<file path="src/rtl/mem_ctrl_if.sv">
// Bus bundle between the memory controller, its two requesters (icache, LSU)
// and the byte-wide unified RAM. The controller takes the slave view; the
// requester/RAM environment takes the master view.
interface mem_ctrl_if #(
    parameter int ADDR_W = 32
) ();
    // instruction fetch side
    logic              inst_require_i;
    logic [ADDR_W-1:0] inst_addr_i;
    logic              flush_i;
    logic              inst_busy_o;
    logic              inst_enable_o;
    logic [31:0]       inst_data_o;
    // load/store side
    logic              mem_require_i;
    logic              mem_we_i;
    logic [1:0]        mem_len_i;
    logic [ADDR_W-1:0] mem_addr_i;
    logic [31:0]       mem_data_i;
    logic              mem_enable_o;
    logic [31:0]       mem_data_o;
    // RAM side
    logic [7:0]        ram_din;
    logic [7:0]        ram_dout;
    logic [ADDR_W-1:0] ram_a;
    logic              ram_wr;

    modport slave (
        input  inst_require_i, inst_addr_i, flush_i,
        input  mem_require_i, mem_we_i, mem_len_i, mem_addr_i, mem_data_i,
        input  ram_din,
        output inst_busy_o, inst_enable_o, inst_data_o,
        output mem_enable_o, mem_data_o,
        output ram_dout, ram_a, ram_wr
    );

    modport master (
        output inst_require_i, inst_addr_i, flush_i,
        output mem_require_i, mem_we_i, mem_len_i, mem_addr_i, mem_data_i,
        output ram_din,
        input  inst_busy_o, inst_enable_o, inst_data_o,
        input  mem_enable_o, mem_data_o,
        input  ram_dout, ram_a, ram_wr
    );
endinterface

</file>
<file path="src/rtl/mem_ctrl.sv">
// Byte-serial memory controller: serves one icache word fetch or one LSU
// 1/2/4-byte load/store at a time over an 8-bit RAM with one cycle read
// latency. Words are assembled/disassembled little-endian and every
// completion is a registered one-cycle pulse.
module mem_ctrl #(
    parameter int ADDR_W    = 32,
    parameter int DATA_PRIO = 1
) (
    input  logic       clk,
    input  logic       rst,
    input  logic       rdy,
    mem_ctrl_if.slave  bus
);
    typedef enum logic [1:0] {
        IDLE    = 2'd0,
        INST_RD = 2'd1,
        DATA_RD = 2'd2,
        DATA_WR = 2'd3
    } state_t;

    state_t            state;
    logic [2:0]        cnt;       // cycles spent in the current transfer, 0 in T1
    logic [ADDR_W-1:0] addr;      // latched base address
    logic [1:0]        last;      // index of the final byte (N-1)
    logic [31:0]       wdata;     // store data, shifted down one byte per issue
    logic [31:0]       rbuf;      // partially assembled read word
    logic              rdy_q;     // rdy of the previous cycle
    logic [7:0]        din_hold;  // RAM byte seen in the first stalled cycle

    logic              take_data;
    logic              take_inst;
    logic [1:0]        len_fix;
    logic [7:0]        din;
    logic [2:0]        last_x;
    logic [1:0]        next_k;
    logic [1:0]        cap_k;
    logic [31:0]       merged;
    logic [ADDR_W-1:0] next_addr;

    // Arbitration, length decode and read-byte merging
    always_comb begin
        take_data = bus.mem_require_i && ((DATA_PRIO != 0) || !bus.inst_require_i);
        take_inst = bus.inst_require_i && !take_data;
        len_fix   = (bus.mem_len_i == 2'd2) ? 2'd3 : bus.mem_len_i;
        // after a stall the RAM output has moved on; use the byte held at stall entry
        din       = rdy_q ? bus.ram_din : din_hold;
        last_x    = {1'b0, last};
        next_k    = cnt[1:0] + 2'd1;
        cap_k     = cnt[1:0] - 2'd1;
        merged    = rbuf | ({24'd0, din} << {cap_k, 3'b000});
        next_addr = addr + {{(ADDR_W-2){1'b0}}, next_k};
    end

    // Track stalls so the byte due at the next enabled edge is not lost
    always_ff @(posedge clk or negedge rst) begin
        if (!rst) begin
            rdy_q    <= 1'b1;
            din_hold <= 8'd0;
        end else begin
            rdy_q <= rdy;
            if (rdy_q && !rdy)
                din_hold <= bus.ram_din;
        end
    end

    // Transfer FSM with all outputs registered
    always_ff @(posedge clk or negedge rst) begin
        if (!rst) begin
            state             <= IDLE;
            cnt               <= 3'd0;
            addr              <= '0;
            last              <= 2'd0;
            wdata             <= 32'd0;
            rbuf              <= 32'd0;
            bus.inst_busy_o   <= 1'b0;
            bus.inst_enable_o <= 1'b0;
            bus.inst_data_o   <= 32'd0;
            bus.mem_enable_o  <= 1'b0;
            bus.mem_data_o    <= 32'd0;
            bus.ram_a         <= '0;
            bus.ram_dout      <= 8'd0;
            bus.ram_wr        <= 1'b0;
        end else if (rdy) begin
            case (state)
                IDLE: begin
                    cnt  <= 3'd0;
                    rbuf <= 32'd0;
                    if (take_data) begin
                        addr            <= bus.mem_addr_i;
                        last            <= len_fix;
                        wdata           <= bus.mem_data_i;
                        bus.ram_a       <= bus.mem_addr_i;
                        bus.inst_busy_o <= 1'b1;
                        if (bus.mem_we_i) begin
                            state        <= DATA_WR;
                            bus.ram_dout <= bus.mem_data_i[7:0];
                            bus.ram_wr   <= 1'b1;
                        end else begin
                            state <= DATA_RD;
                        end
                    end else if (take_inst) begin
                        addr            <= bus.inst_addr_i;
                        last            <= 2'd3;
                        bus.ram_a       <= bus.inst_addr_i;
                        bus.inst_busy_o <= 1'b1;
                        state           <= INST_RD;
                    end
                end
                INST_RD, DATA_RD: begin
                    if (state == INST_RD && bus.flush_i) begin
                        state             <= IDLE;
                        bus.inst_busy_o   <= 1'b0;
                        bus.inst_enable_o <= 1'b0;
                    end else if (cnt == last_x + 3'd2) begin
                        state             <= IDLE;
                        bus.inst_busy_o   <= 1'b0;
                        bus.inst_enable_o <= 1'b0;
                        bus.mem_enable_o  <= 1'b0;
                    end else begin
                        cnt <= cnt + 3'd1;
                        if (cnt < last_x)
                            bus.ram_a <= next_addr;
                        if (cnt == last_x + 3'd1) begin
                            if (state == INST_RD) begin
                                bus.inst_data_o   <= merged;
                                bus.inst_enable_o <= 1'b1;
                            end else begin
                                bus.mem_data_o    <= merged;
                                bus.mem_enable_o  <= 1'b1;
                            end
                        end else if (cnt != 3'd0) begin
                            rbuf <= merged;
                        end
                    end
                end
                DATA_WR: begin
                    if (cnt == last_x + 3'd1) begin
                        state            <= IDLE;
                        bus.inst_busy_o  <= 1'b0;
                        bus.mem_enable_o <= 1'b0;
                    end else begin
                        cnt <= cnt + 3'd1;
                        if (cnt < last_x) begin
                            bus.ram_a    <= next_addr;
                            bus.ram_dout <= wdata[15:8];
                            wdata        <= wdata >> 8;
                        end else begin
                            bus.ram_wr       <= 1'b0;
                            bus.mem_enable_o <= 1'b1;
                        end
                    end
                end
                default: state <= IDLE;
            endcase
        end
    end
endmodule

</file>
<file path="src/flat_wrapper.sv">
// flat-port wrapper written by rule: the top's interface ports become plain ports
module mem_ctrl_flat 
#(
    parameter int ADDR_W    = 32,
    parameter int DATA_PRIO = 1
)
  (clk, rst, rdy, bus_inst_require_i, bus_inst_addr_i, bus_flush_i, bus_mem_require_i, bus_mem_we_i, bus_mem_len_i, bus_mem_addr_i, bus_mem_data_i, bus_ram_din, bus_inst_busy_o, bus_inst_enable_o, bus_inst_data_o, bus_mem_enable_o, bus_mem_data_o, bus_ram_dout, bus_ram_a, bus_ram_wr);
  mem_ctrl_if #(.ADDR_W(ADDR_W)) bus_i ();
  input  logic clk;
  input  logic rst;
  input  logic rdy;
  input wire logic [$bits(bus_i.inst_require_i)-1:0] bus_inst_require_i;
  input wire logic [$bits(bus_i.inst_addr_i)-1:0] bus_inst_addr_i;
  input wire logic [$bits(bus_i.flush_i)-1:0] bus_flush_i;
  input wire logic [$bits(bus_i.mem_require_i)-1:0] bus_mem_require_i;
  input wire logic [$bits(bus_i.mem_we_i)-1:0] bus_mem_we_i;
  input wire logic [$bits(bus_i.mem_len_i)-1:0] bus_mem_len_i;
  input wire logic [$bits(bus_i.mem_addr_i)-1:0] bus_mem_addr_i;
  input wire logic [$bits(bus_i.mem_data_i)-1:0] bus_mem_data_i;
  input wire logic [$bits(bus_i.ram_din)-1:0] bus_ram_din;
  output wire logic [$bits(bus_i.inst_busy_o)-1:0] bus_inst_busy_o;
  output wire logic [$bits(bus_i.inst_enable_o)-1:0] bus_inst_enable_o;
  output wire logic [$bits(bus_i.inst_data_o)-1:0] bus_inst_data_o;
  output wire logic [$bits(bus_i.mem_enable_o)-1:0] bus_mem_enable_o;
  output wire logic [$bits(bus_i.mem_data_o)-1:0] bus_mem_data_o;
  output wire logic [$bits(bus_i.ram_dout)-1:0] bus_ram_dout;
  output wire logic [$bits(bus_i.ram_a)-1:0] bus_ram_a;
  output wire logic [$bits(bus_i.ram_wr)-1:0] bus_ram_wr;
  assign bus_i.inst_require_i = bus_inst_require_i;
  assign bus_i.inst_addr_i = bus_inst_addr_i;
  assign bus_i.flush_i = bus_flush_i;
  assign bus_i.mem_require_i = bus_mem_require_i;
  assign bus_i.mem_we_i = bus_mem_we_i;
  assign bus_i.mem_len_i = bus_mem_len_i;
  assign bus_i.mem_addr_i = bus_mem_addr_i;
  assign bus_i.mem_data_i = bus_mem_data_i;
  assign bus_i.ram_din = bus_ram_din;
  assign bus_inst_busy_o = bus_i.inst_busy_o;
  assign bus_inst_enable_o = bus_i.inst_enable_o;
  assign bus_inst_data_o = bus_i.inst_data_o;
  assign bus_mem_enable_o = bus_i.mem_enable_o;
  assign bus_mem_data_o = bus_i.mem_data_o;
  assign bus_ram_dout = bus_i.ram_dout;
  assign bus_ram_a = bus_i.ram_a;
  assign bus_ram_wr = bus_i.ram_wr;
  mem_ctrl #(.ADDR_W(ADDR_W), .DATA_PRIO(DATA_PRIO)) u_core (.clk(clk), .rst(rst), .rdy(rdy), .bus(bus_i));
endmodule
</file>
<file path="config.mk">
export PLATFORM = sky130hd
export DESIGN_NAME = mem_ctrl_flat
export DESIGN_NICKNAME = d
export VERILOG_FILES = /design/src/rtl/mem_ctrl_if.sv /design/src/rtl/mem_ctrl.sv /design/src/flat_wrapper.sv
export SDC_FILE = /design/constraint.sdc
export NUM_CORES = 1
export LEC_CHECK = 0
export BUFFER_PORTS_ARGS = -buffer_cell sky130_fd_sc_hd__buf_2
export CAP_MARGIN = 20
export CORE_MARGIN = 8
export CORE_UTILIZATION = 25
export CTS_CLUSTER_DIAMETER = 50
export CTS_CLUSTER_SIZE = 24
export DETAILED_ROUTE_END_ITERATION = 7
export SLEW_MARGIN = 20
export SYNTH_ARGS = -nofsm -noshare
export SYNTH_HDL_FRONTEND = slang
export SYNTH_SLANG_ARGS = --single-unit
export TNS_END_PERCENT = 1
</file>
<file path="constraint.sdc">
create_clock -name clk -period 7.7 [get_ports clk]
set_input_delay 1.155 -clock clk [delete_from_list [all_inputs] [get_ports clk]]
set_output_delay 1.155 -clock clk [all_outputs]
set_load 0.05 [all_outputs]
</file>
**Word-level counts from Yosys, hierarchy flattened**

Index checks and enable logic that the tools add are counted.

- Multipliers: 0
- Mux-type cells: 58
- Div/mod/pow operators: 0
- Magnitude comparators: 1
- Shifts and indexed selects: 1
- Equal/unequal tests: 21
- Add/subtract/negate cells: 6
- Reduce and logical (&&, ||, !) cells: 26
- Bitwise logic cells: 4

Operator list:

| operator | count |
|---|---|
| $mux W32 | 13 |
| $pmux W32 S2 | 2 |
| $pmux W32 S3 | 1 |
| $mux W8 | 5 |
| $reduce_and A6 Y1 | 6 |
| $add A32 B2 Y32 | 1 |
| $or A32 B32 Y32 | 1 |
| $shl A8 B5 Y32 | 1 |
| $mux W1 | 20 |
| $mux W2 | 8 |
| $pmux W8 S2 | 1 |
| $ne A2 B2 Y1 const B | 7 |
| $reduce_and A4 Y1 | 3 |
| $reduce_and A5 Y1 | 2 |
| $mux W3 | 3 |
| $pmux W3 S3 | 1 |
| $reduce_bool A3 Y1 | 3 |
| $reduce_bool A2 Y1 | 4 |
| $eq A2 B2 Y1 const B | 3 |
| $eq A3 B3 Y1 | 2 |
| $ne A2 B1 Y1 const B | 3 |
| $ne A3 B1 Y1 const B | 2 |
| $ne A3 B3 Y1 const B | 2 |
| $pmux W2 S3 | 1 |
| other kinds (16) | 22 |

- Memories: 0
- Output and inout bits: 108
- Input bits: 113
- RAM bits: 0
- ROM bits: 0
- Logic and storage cells: 133
- Latch bits: 0
- Register bits: 220

**Depth between registers and ports, before layout**

Gate-level depths: netlist (run 1).

- Word-level depth: 8
- Depth in mapped cells: 10
- Mapped depth without buffers: 8

**Worst setup path before layout (run 1)**

No wires, ideal clock.

- Path type: input -> register
- Start point: in bus_mem_require_i
- End point: reg u_core.bus.ram_a[27]
- Path buffers: 3
- Arrival: 2.519 ns
- Path slack: 5.057 ns
- Cell stages on the path: 6
- Library setup time: 0.124 ns
- Data required time: 7.576 ns
- Path through: clkbuf_1 o31ai_1 a2111o_1 buf_6 buf_6 o31a_1

- Cells in the longest elaborated chain, start to end: 4
- Elaborated cells on any way between the ends: 6
- Classes of those cells: 1 x eq/ne; 2 x mux; 3 x reduce/logical

RTL lines:

| item | line | source |
|---|---|---|
| from (decl) | flat_wrapper.sv:15 | `input wire logic [$bits(bus_i.mem_require_i)-1:0] bus_mem_require_i;` |
| $logic_not A1 Y1 | mem_ctrl.sv:43 | `take_inst = bus.inst_require_i && !take_data;` |
| $logic_and A1 B1 Y1 | mem_ctrl.sv:43 |  |
| $ne A3 B2 Y1 (no source line) | n/a |  |
| $reduce_and A5 Y1 (no source line) | n/a |  |
| to (signal assigned) | mem_ctrl.sv:92 | `bus.ram_a <= bus.mem_addr_i;` |
| to (signal assigned) | mem_ctrl.sv:104 | `bus.ram_a <= bus.inst_addr_i;` |
| to (signal assigned) | mem_ctrl.sv:122 | `bus.ram_a <= next_addr;` |
| to (decl) | mem_ctrl_if.sv:34 | `output ram_dout, ram_a, ram_wr` |

Parallel ways exist; a longest one is shown, timed or not.
A chain may end at the register's enable or synchronous reset.

**Worst setup path after layout (run 1)**

- Start point: reg u_core.cnt[0]
- End point: reg u_core.bus.ram_a[18]

- Cells in the longest elaborated chain, start to end: 6
- Elaborated cells on any way between the ends: 13
- Classes of those cells: 2 x add/sub; 1 x order compare; 4 x eq/ne; 5 x mux; 1 x reduce/logical

RTL lines:

| item | line | source |
|---|---|---|
| from (decl) | mem_ctrl.sv:22 | `logic [2:0] cnt;` |
| from (signal assigned) | mem_ctrl.sv:120 | `cnt <= cnt + 3'd1;` |
| from (signal assigned) | mem_ctrl.sv:142 | `cnt <= cnt + 3'd1;` |
| $add A2 B1 Y2 | mem_ctrl.sv:48 | `next_k = cnt[1:0] + 2'd1;` |
| $add A32 B2 Y32 | mem_ctrl.sv:51 | `next_addr = addr + {{(ADDR_W-2){1'b0}}, next_k};` |
| $mux W32 | mem_ctrl.sv:121, mem_ctrl.sv:143 |  |
| $mux W32 | mem_ctrl.sv:114 | `end else if (cnt == last_x + 3'd2) begin` |
| $mux W32 | mem_ctrl.sv:110 | `if (state == INST_RD && bus.flush_i) begin` |
| $pmux W32 S3 | mem_ctrl.sv:84 | `case (state)` |
| to (signal assigned) | mem_ctrl.sv:92 |  |
| to (signal assigned) | mem_ctrl.sv:122 |  |
| to (signal assigned) | mem_ctrl.sv:144 | `bus.ram_a <= next_addr;` |

Parallel ways exist; a longest one is shown, timed or not. The select of a mux whose other input is x is not followed.

==> reports/metrics.csv, run 1 <==
stage;metric;value;unit
cts;Worst-path clk slew;0.06;ns
yosys;top cells by area, synth;dfrtp_1, mux2_2, nand2_1;
final_layout;NumNets Final;1268;
yosys;asr flop ratio synth;1.00;
worst_setup_path;Worst R2R Path Depth;8;
global_route;met3 Use GR;0.0326;
worst_setup_path;CP Launch Type;flop;
cts;Post-CTS Hold Buffers;0;
route;average wire per standard cell;16.8;microns
yosys;Distinct cells, synth;55;
worst_setup_path;Reg2Reg Launch Point;u_core.cnt[0];
sta;Final Slew Violations;0;
global_route;GRT overflow;0;
worst_setup_path;Worst Path Required;8.15;ns
cts;H-tree level count;1;
worst_setup_path;CP arrival;3.54;ns
global_route;GRT Total Usage;0.121;
die;Core ar.;39500;sq um
sta;Layout Skew;0.0146;ns
die;I/O pin cnt;221;
worst_hold_path;WHS Path Cells;2;
sta;Slew @ Worst Pin;0.872;ns
sta;Fmax achieved;323;MHz
power;worst vdd ir;0.223;mV
cts;Setup Fix Bufs, Post-CTS;0;
place;gpl congestion;0.796;
yosys;Post-synth EDFFs;0;
cts;later-pin clock latency in the skew report;0.56;ns
cts;Clock Sinks;212;
place;Area after DPL;11500;sq um
final_layout;design area;12500;sq um
global_route;antenna violations before repair;3;
sta;Relative slew margins;0.414;
yosys;Synth Area per Inst;10.5;sq um
route;Via density;4.61;
sta;setup slack after layout;4.61;ns
cts;Root Buffer;clkbuf_16;
global_route;met2 Use GR;0.190;
final_layout;Antenna Cells;0;
power;PD cells;472;nW/um^2
global_route;largest net degree at the start of global routing;90;
die;Rows;73;
worst_setup_path;FF-to-FF setup slack;4.61;ns
route;DRT antenna net count;0;
yosys;syn nets;1066;
final_layout;area grow syn2layout;26.0;%
yosys;post-synthesis register bit count;212;
cts;PostCTS Resize Cnt;0;
power;leakage;5.80;nW
final_layout;share of layout cells above drive strength 1;0.310;
final_layout;Finished Layout Cells;1692;
worst_hold_path;Hold Startpoint;u_core.bus.mem_data_o[29];
die;Die ar.;46400;sq um
global_route;vias in the first global route;8007;
sta;unrepaired setup endpoints after global routing;false;
sta;fin crit share;0.402;
die;Starting Density;0.252;
place;Place WS;4.14;ns
worst_hold_path;HP Class;reg -> reg;
worst_setup_path;CP Class;reg -> reg;
worst_setup_path;Setup crit end kind;flop;
global_route;first-pass GRT wire length;45800;microns
yosys;Post-Syn Area;9930;sq um
route;Vias;7798;
worst_setup_path;Slowest cell on crit path;nor3_1;
cts;TritonCTS Buffers;29;
sta;crit path time final;3.09;ns
yosys;Post-Synthesis Cells;942;
yosys;most common cell in the netlist;dfrtp_1;
worst_setup_path;Cell Chain, Critical Path;inv_1, ha_1, fa_1, nand3_1, nor3_1, and4_1, o21ai_0, a22o_1;
die;Die Y;215;microns
global_route;Most Crowded Layer GR;met2;
power;Total Power;5.91;mW
cts;clock buffer depth;3;
yosys;sequential element share of the synthesized area;0.534;
route;1st-pass router iterations;5;
worst_setup_path;crit-path max cell delay;0.75;ns
sta;post-route setup TNS;0;ns
sta;Final Hold Vio Count;0;
yosys;Yosys top cell by area;dfrtp_1;
place;Placed Cells;1636;
worst_hold_path;WHS Endpoint;u_core.bus.mem_data_o[29];
cts;TritonCTS clock tree;built;
yosys;Synth top cells by count;dfrtp_1, nand2_1, o21ai_0;
outcome;status;completed;
global_route;met1 Resource Use GR;0.163;
route;DRC errors left;0;
yosys;top_reg_cell synth;dfrtp_1;
die;overall die width;215;microns
sta;final setup violation count;0;
route;Initial DRC Count;469;
route;Post-Route WL;28400;microns
place;HPWL after DPL;20500;microns
yosys;top-area cell type share of the netlist area;0.532;
flow_run;max-cap viol count;0;
place;Port Buffer Count;220;
worst_setup_path;critical path peak fanout;7;
yosys;Yosys Warn Count;0;
worst_setup_path;FF-to-FF End;u_core.bus.ram_a[18];
-- how the worst max path moves through the flow --
stage	depth (start not counted)	from	endpoint
6_report	8	u_core.cnt[0]	u_core.bus.ram_a[18]
5_1_grt	8	u_core.cnt[0]	u_core.bus.ram_a[16]
4_1_cts	7	u_core.cnt[0]	u_core.bus.ram_a[24]
3_5_place_dp	6	bus_mem_require_i	u_core.bus.ram_a[24]
3_3_place_gp	6	bus_mem_require_i	u_core.bus.ram_a[19]
2_1_floorplan	6	bus_mem_require_i	u_core.bus.ram_a[27]
-- cell families (layout without fill, tap and decap cells) --
kind of cell / count (synthesis) / after routing / share of synthesized area
AOI/OAI and AO/OA: 271 / 271 / 0.167
and+or+nand+nor: 255 / 255 / 0.121
DFF: 212 / 212 / 0.534
muxes: 100 / 100 / 0.109
buffers and inverters: 73 / 298 / 0.0364
xor gates and xnor gates: 20 / 20 / 0.0176
adders and majority gates: 11 / 11 / 0.0146
-- layout make-up --
cell class | count | area [sq um]
Clock buffer | 30 | 729
Tap cell | 525 | 657
Fill cell | 4090 | 26900
Timing Repair Buffer | 232 | 1230
Multi-Input combinational cell | 657 | 4270
Inverter | 12 | 45.0
Sequential cell | 212 | 5310
Clock inverter | 24 | 278
-- power by group --
part / leakage (nW) / total [mW] / switching, mW / internal, mW
combinational: 2.58 / 2.64 / 1.87 / 0.768
sequential: 2.73 / 1.90 / 0.329 / 1.58
clock: 0.489 / 1.37 / 0.597 / 0.768
-- stage by stage --
stage	utilization	hold slack, ns
final	0.317	0.474
after global routing	0.317	0.497
after CTS	0.316	0.484
after detailed placement	0.290	0.470
after global placement	0.290	0.455
after floorplan	-	0.456
-- worst max-delay path: cells and delay by family, from the launching register on --
family | cells | cell delay (ns)
flops | 1 | 0.49
compound gates | 2 | 0.29
buf+inv | 1 | 0.17
simple gates | 3 | 1.22
fa+ha+maj | 2 | 0.81
-- layer usage --
metal / wire [microns] / vias to the layer above
li1: - / 3809
met1: 13000 / 3732
met2: 13100 / 209
met3: 1850 / 42
met4: 461 / 6
met5: 37 / -
-- state kept, by name, summed over array words and instances, names as in the netlist, 2 cells and up --
register                cells
u_core.last                 2
u_core.cnt                  3
u_core.din_hold             8
u_core.rbuf                32
u_core.addr                32
u_core.state                2
u_core.bus.ram_a           32
u_core.wdata               24
u_core.bus.inst_data_o     32
u_core.bus.ram_dout         8
u_core.bus.mem_data_o      32
-- cell usage in the layout, fill, tap and decap left out, drive strengths merged, types with 2 or more instances in the layout --
cell type  count
inv           25
o31ai          5
clkinv         8
and2           7
buf          232
clkbuf        30
a31oi          2
a22o          16
mux2          67
o31a           3
dfrtp        211
a21o           4
or4            5
a21oi         61
and3           7
nor4           6
xor2          10
nand2        140
mux2i         33
clkinvlp       2
nand4         10
o211ai         5
o221ai         4
nor3           8
nor2b          5
nand3         19
xnor2         10
or3            9
nor2          21
and4           6
o2bb2ai       33
nand2b         8
o21ai        128
ha            10
Power figures use the tool's default switching activity.
==> run 2: changes to the inputs <==
==> constraint.sdc (replaced) <==
create_clock -name clk -period 3.08 [get_ports clk]
set_input_delay 0.462 -clock clk [delete_from_list [all_inputs] [get_ports clk]]
set_output_delay 0.462 -clock clk [all_outputs]
set_load 0.05 [all_outputs]
==> run 2 against run 1 <==
  * Count of clock-buffer cells in the layout up 3
  * Non-clock buffer count rose by 5
  * Hold slack got worse by 0.35 ns
  * Via count decreased by 0.27%
  * Sequential cell count is the same
  * Fmax up 10%
  * Clock power rose to 2.7 times the previous value
==> reports/metrics.csv, run 2 (synthesized netlist as in run 1, its figures left out) <==
stage;metric;value;unit
outcome;status;completed;
sta;Layout Skew;0.0197;ns
worst_setup_path;Cell Chain, Critical Path;inv_1, ha_1, nor2b_1, a21o_1, a2111o_2, nand2b_4, o221ai_1;
sta;final setup violation count;0;
final_layout;most frequent cells in the layout;buf_2, dfrtp_1, nand2_1, o21ai_0, mux2_2;
worst_hold_path;HP Class;in -> reg;
final_layout;area grow syn2layout;27.2;%
global_route;GRT Total Usage;0.121;
worst_hold_path;WHS Path Cells;2;
worst_setup_path;Slowest cell on crit path;a2111o_2;
final_layout;Final Core Density;0.320;
worst_setup_path;Setup crit end kind;flop;
worst_hold_path;WHS Endpoint;u_core.wdata[30];
sta;setup slack after layout;0.280;ns
cts;later-pin clock latency in the skew report;0.56;ns
die;overall die width;215;microns
worst_setup_path;FF-to-FF setup slack;0.28;ns
place;gpl congestion;0.789;
sta;Final Slew Violations;0;
final_layout;Antenna Cells;0;
sta;Final Hold Vio Count;0;
global_route;vias in the first global route;8127;
power;worst vdd ir;0.532;mV
route;DRC errors left;0;
route;Initial DRC Count;480;
route;average wire per standard cell;17.0;microns
worst_setup_path;CP Class;reg -> reg;
global_route;GRT overflow;0;
sta;fin crit share;0.909;
route;Vias;7777;
global_route;first-pass GRT wire length;46300;microns
final_layout;area of the multi-input gates;4270;sq um
flow_run;max-cap viol count;0;
place;Port Buffer Count;220;
global_route;largest net degree at the start of global routing;86;
cts;Root Buffer;clkbuf_16;
power;leakage;5.85;nW
global_route;antenna violations before repair;4;
sta;Fmax achieved;357;MHz
worst_setup_path;Buffers & Inverters on Critical Path;1;
place;HPWL after DPL;20600;microns
die;Starting Density;0.252;
final_layout;NumNets Final;1274;
cts;Clock Sinks;212;
worst_setup_path;Stages on worst setup path;7;
worst_setup_path;Reg2Reg Launch Point;u_core.cnt[0];
place;Place WS;0.356;ns
sta;Slew @ Worst Pin;0.867;ns
cts;clock buffer depth;3;
sta;unrepaired setup endpoints after global routing;false;
sta;post-route setup TNS;0;ns
worst_setup_path;crit-path max cell delay;0.71;ns
worst_setup_path;FF-to-FF End;u_core.bus.ram_a[24];
worst_hold_path;Hold Startpoint;bus_mem_data_i[30];
cts;H-tree level count;1;
final_layout;share of layout cells above drive strength 1;0.314;
worst_setup_path;critical path peak fanout;47;
sta;Worst Hold Margin;0.128;ns
cts;TritonCTS clock tree;built;
worst_setup_path;CP arrival;3.17;ns
cts;Setup Fix Bufs, Post-CTS;0;
die;Rows;73;
final_layout;FF+latch area;5310;sq um
final_layout;commonest non-fill, non-tap cell in the layout;buf_2;
route;1st-pass router iterations;5;
worst_setup_path;Worst R2R Path Depth;7;
sta;crit path time final;2.80;ns
die;Die ar.;46400;sq um
die;Die Y;215;microns
route;Post-Route WL;28900;microns
route;Via density;4.58;
worst_setup_path;Worst Path Required;3.45;ns
route;DRT antenna net count;0;
worst_setup_path;Crit path max-delay family;compound AO/OA/AOI/OAI gates;
cts;Worst-path clk slew;0.06;ns
power;PD cells;1190;nW/um^2
die;I/O pin cnt;221;
sta;Relative slew margins;0.418;
worst_setup_path;CP Launch Type;flop;
final_layout;Layout fillers;4084;
cts;TritonCTS Buffers;30;
die;Core ar.;39500;sq um
run 2: area by class of cell:
class | instances | area share
Tap cell | 525 | 0.0520
Clock buffer | 33 | 0.0636
Clock inverter | 23 | 0.0230
Timing Repair Buffer | 237 | 0.0993
Sequential cell | 212 | 0.420
Inverter | 12 | 0.00357
Multi-Input combinational cell | 657 | 0.338
run 2: how the worst max path moves through the flow:
| stage | from | endpoint | slack, ns |
|---|---|---|---|
| after global placement | u_core.cnt[0] | u_core.bus.ram_a[23] | 0.44 |
| after CTS | u_core.cnt[0] | u_core.bus.ram_a[24] | 0.33 |
| after global routing | u_core.cnt[0] | u_core.bus.ram_a[24] | 0.08 |
| after detailed placement | u_core.cnt[0] | u_core.bus.ram_a[24] | 0.36 |
| final | u_core.cnt[0] | u_core.bus.ram_a[24] | 0.28 |
| after floorplan | u_core.cnt[0] | u_core.bus.ram_a[11] | 0.59 |
run 2: where the power goes:
| part | internal, mW | switching (mW) | total, mW |
|---|---|---|---|
| Combinational | 1.93 | 4.73 | 6.66 |
| Clock | 2.15 | 1.53 | 3.69 |
| Sequential | 3.94 | 0.802 | 4.74 |
run 2: per-layer routing:
layer,share of wire,GRT usage,wire [microns]
met1,0.45,0.158,13100
met2,0.46,0.194,13300
met3,0.070,0.0379,2020
met4,0.016,0.0302,458
met5,0.0016,0,45
run 2: repair_timing:
action | in CTS | in global routing
hold buffers | 1 | 0
hold endpoints to repair | 80 | 0
gates resized for setup | 0 | 0
run 2: metrics by stage:
| step | area, sq um | power (mW) | instances |
|---|---|---|---|
| floorplan | 9930 | 9.62 | 942 |
| global placement | 11500 | 11.4 | 1642 |
| detailed placement | 11500 | 11.5 | 1642 |
| CTS | 12600 | 15.3 | 1699 |
| global route | 12600 | 16.2 | 1699 |
| finish | 12600 | 15.1 | 1699 |
==> run 3: changes to the inputs <==
--- a/config.mk
+++ b/config.mk
@@ -12,6 +12,7 @@
 export CTS_CLUSTER_DIAMETER = 50
 export CTS_CLUSTER_SIZE = 24
 export DETAILED_ROUTE_END_ITERATION = 7
+export RECOVER_POWER = 50
 export SLEW_MARGIN = 20
 export SYNTH_ARGS = -nofsm -noshare
 export SYNTH_HDL_FRONTEND = slang
==> run 3 against run 2 <==
  * The run now ends with capacitance limit, slew limit left
  * Final cell count is the same
  * Combinational power is 1% lower
  * Via count fell by 0.13%
  * Count of clock-buffer cells in the layout did not move
  * Fmax down 0.44%
  * Global-route usage did not move
  * Utilization shrank 0.22 points
  * Wire length barely moved
  * Die area unchanged
==> reports/metrics.csv, run 3 (synthesized netlist as in run 1, its figures left out) <==
stage;metric;value;unit
outcome;status;complete, but fails checks;
outcome;failing checks;capacitance limit, slew limit;
place;Area after DPL;11500;sq um
die;Die ar.;46400;sq um
worst_setup_path;CP arrival;3.18;ns
global_route;GRT Total Usage;0.121;
route;DRT antenna net count;0;
sta;Slew @ Worst Pin;2.27;ns
power;leakage;5.64;nW
final_layout;Final Core Density;0.318;
die;Die Y;215;microns
sta;fin crit share;0.913;
cts;Post-CTS Hold Buffers;1;
global_route;GRT overflow;0;
cts;TritonCTS clock tree;built;
worst_hold_path;WHS Endpoint;u_core.wdata[30];
sta;Final Hold Vio Count;0;
worst_setup_path;Setup crit end kind;flop;
cts;Clock Sinks;212;
final_layout;share of layout cells above drive strength 1;0.268;
sta;Final Slew Violations;86;
worst_setup_path;Worst R2R Path Depth;7;
worst_hold_path;Hold Startpoint;bus_mem_data_i[30];
sta;post-route setup TNS;0;ns
sta;Relative slew margins;-0.512;
cts;Worst-path clk slew;0.06;ns
place;HPWL after DPL;20600;microns
place;Port Buffer Count;220;
place;gpl congestion;0.789;
cts;Root Buffer;clkbuf_16;
global_route;largest net degree at the start of global routing;86;
final_layout;design area;12500;sq um
final_layout;Antenna Cells;0;
route;Vias;7767;
worst_setup_path;Worst Path Required;3.45;ns
sta;final setup violation count;0;
route;Initial DRC Count;480;
worst_hold_path;HP Class;in -> reg;
route;DRC errors left;0;
sta;unrepaired setup endpoints after global routing;false;
sta;Layout Skew;0.0197;ns
route;1st-pass router iterations;7;
final_layout;most frequent cells in the layout;dfrtp_1, buf_2, nand2_1, o21ai_0, mux2_2;
die;Rows;73;
route;Via density;4.57;
worst_setup_path;CP Class;reg -> reg;
global_route;vias in the first global route;8127;
cts;H-tree level count;1;
final_layout;Layout fillers;4122;
route;average wire per standard cell;17.0;microns
cts;TritonCTS Buffers;30;
cts;Setup Fix Bufs, Post-CTS;0;
die;overall die width;215;microns
global_route;first-pass GRT wire length;46300;microns
worst_setup_path;FF-to-FF End;u_core.bus.ram_a[24];
power;PD cells;1200;nW/um^2
sta;Fmax achieved;356;MHz
final_layout;commonest non-fill, non-tap cell in the layout;dfrtp_1;
final_layout;area grow syn2layout;26.3;%
worst_setup_path;critical path peak fanout;47;
final_layout;NumNets Final;1274;
die;I/O pin cnt;221;
sta;crit path time final;2.81;ns
cts;clock buffer depth;3;
cts;PostCTS Resize Cnt;0;
worst_setup_path;FF-to-FF setup slack;0.27;ns
power;worst vdd ir;0.532;mV
die;Core ar.;39500;sq um
cts;later-pin clock latency in the skew report;0.56;ns
worst_setup_path;CP Launch Type;flop;
worst_setup_path;Reg2Reg Launch Point;u_core.cnt[0];
worst_hold_path;WHS Path Cells;2;
flow_run;max-cap viol count;1;
route;Post-Route WL;28800;microns
global_route;antenna violations before repair;4;
die;Starting Density;0.252;
## run 3: changes by cell type in the layout (fill, tap and decap cells not counted)
cell      delta
buf_2       -54
clkbuf_1    +54
buf_12       -1
buf_6        +1
buf_8        -1
clkbuf_2     +1
## run 3: report_power, final
part           leakage, nW  internal (mW)  switching [mW]
Sequential            2.73           3.94           0.808
Combinational         2.38           1.84            4.73
Clock                0.531           2.15            1.53
Total                 5.64           7.93            7.06
## run 3: stage by stage
step,power [mW],cells,hold WS (ns),worst slack [ns]
global placement,11.4,1642,0.456,0.436
detailed placement,11.5,1642,0.465,0.356
CTS,15.3,1699,0.0891,0.331
global route,16.1,1699,0.0957,0.0754
finish,15.0,1699,0.132,0.268
floorplan,9.62,942,0.166,0.587
## run 3: layout make-up
type | instances | area (sq um) | area share
inverter | 12 | 45.0 | 0.00359
timing repair buffer | 237 | 1170 | 0.0931
clock buffer | 33 | 803 | 0.0640
clock inverter | 23 | 290 | 0.0231
sequential | 212 | 5310 | 0.423
multi-input combinational | 657 | 4270 | 0.341
tap | 525 | 657 | 0.0524
## run 3: worst max-delay path: stages (launching register included)
cell,delay (ns)
dfrtp_1,0.34
inv_1,0.08
ha_1,0.36
nor2b_1,0.37
a21o_1,0.24
a2111o_2,0.71
nand2b_4,0.33
o221ai_1,0.16
## run 3: worst max-delay path by stage
| stage | endpoint | slack [ns] | startpoint | cells past startpoint |
|---|---|---|---|---|
| final | u_core.bus.ram_a[24] | 0.27 | u_core.cnt[0] | 7 |
| after global routing | u_core.bus.ram_a[24] | 0.08 | u_core.cnt[0] | 7 |
| after CTS | u_core.bus.ram_a[24] | 0.33 | u_core.cnt[0] | 7 |
| after detailed placement | u_core.bus.ram_a[24] | 0.36 | u_core.cnt[0] | 7 |
| after global placement | u_core.bus.ram_a[23] | 0.44 | u_core.cnt[0] | 7 |
| after floorplan | u_core.bus.ram_a[11] | 0.59 | u_core.cnt[0] | 9 |
## run 3: per-layer routing
metal  share of wire  up-vias  track usage
li1                -     3812            -
met1            0.45     3684        0.158
met2            0.46      218        0.194
met3           0.074       45       0.0379
met4           0.016        8       0.0302
met5          0.0016        -            0
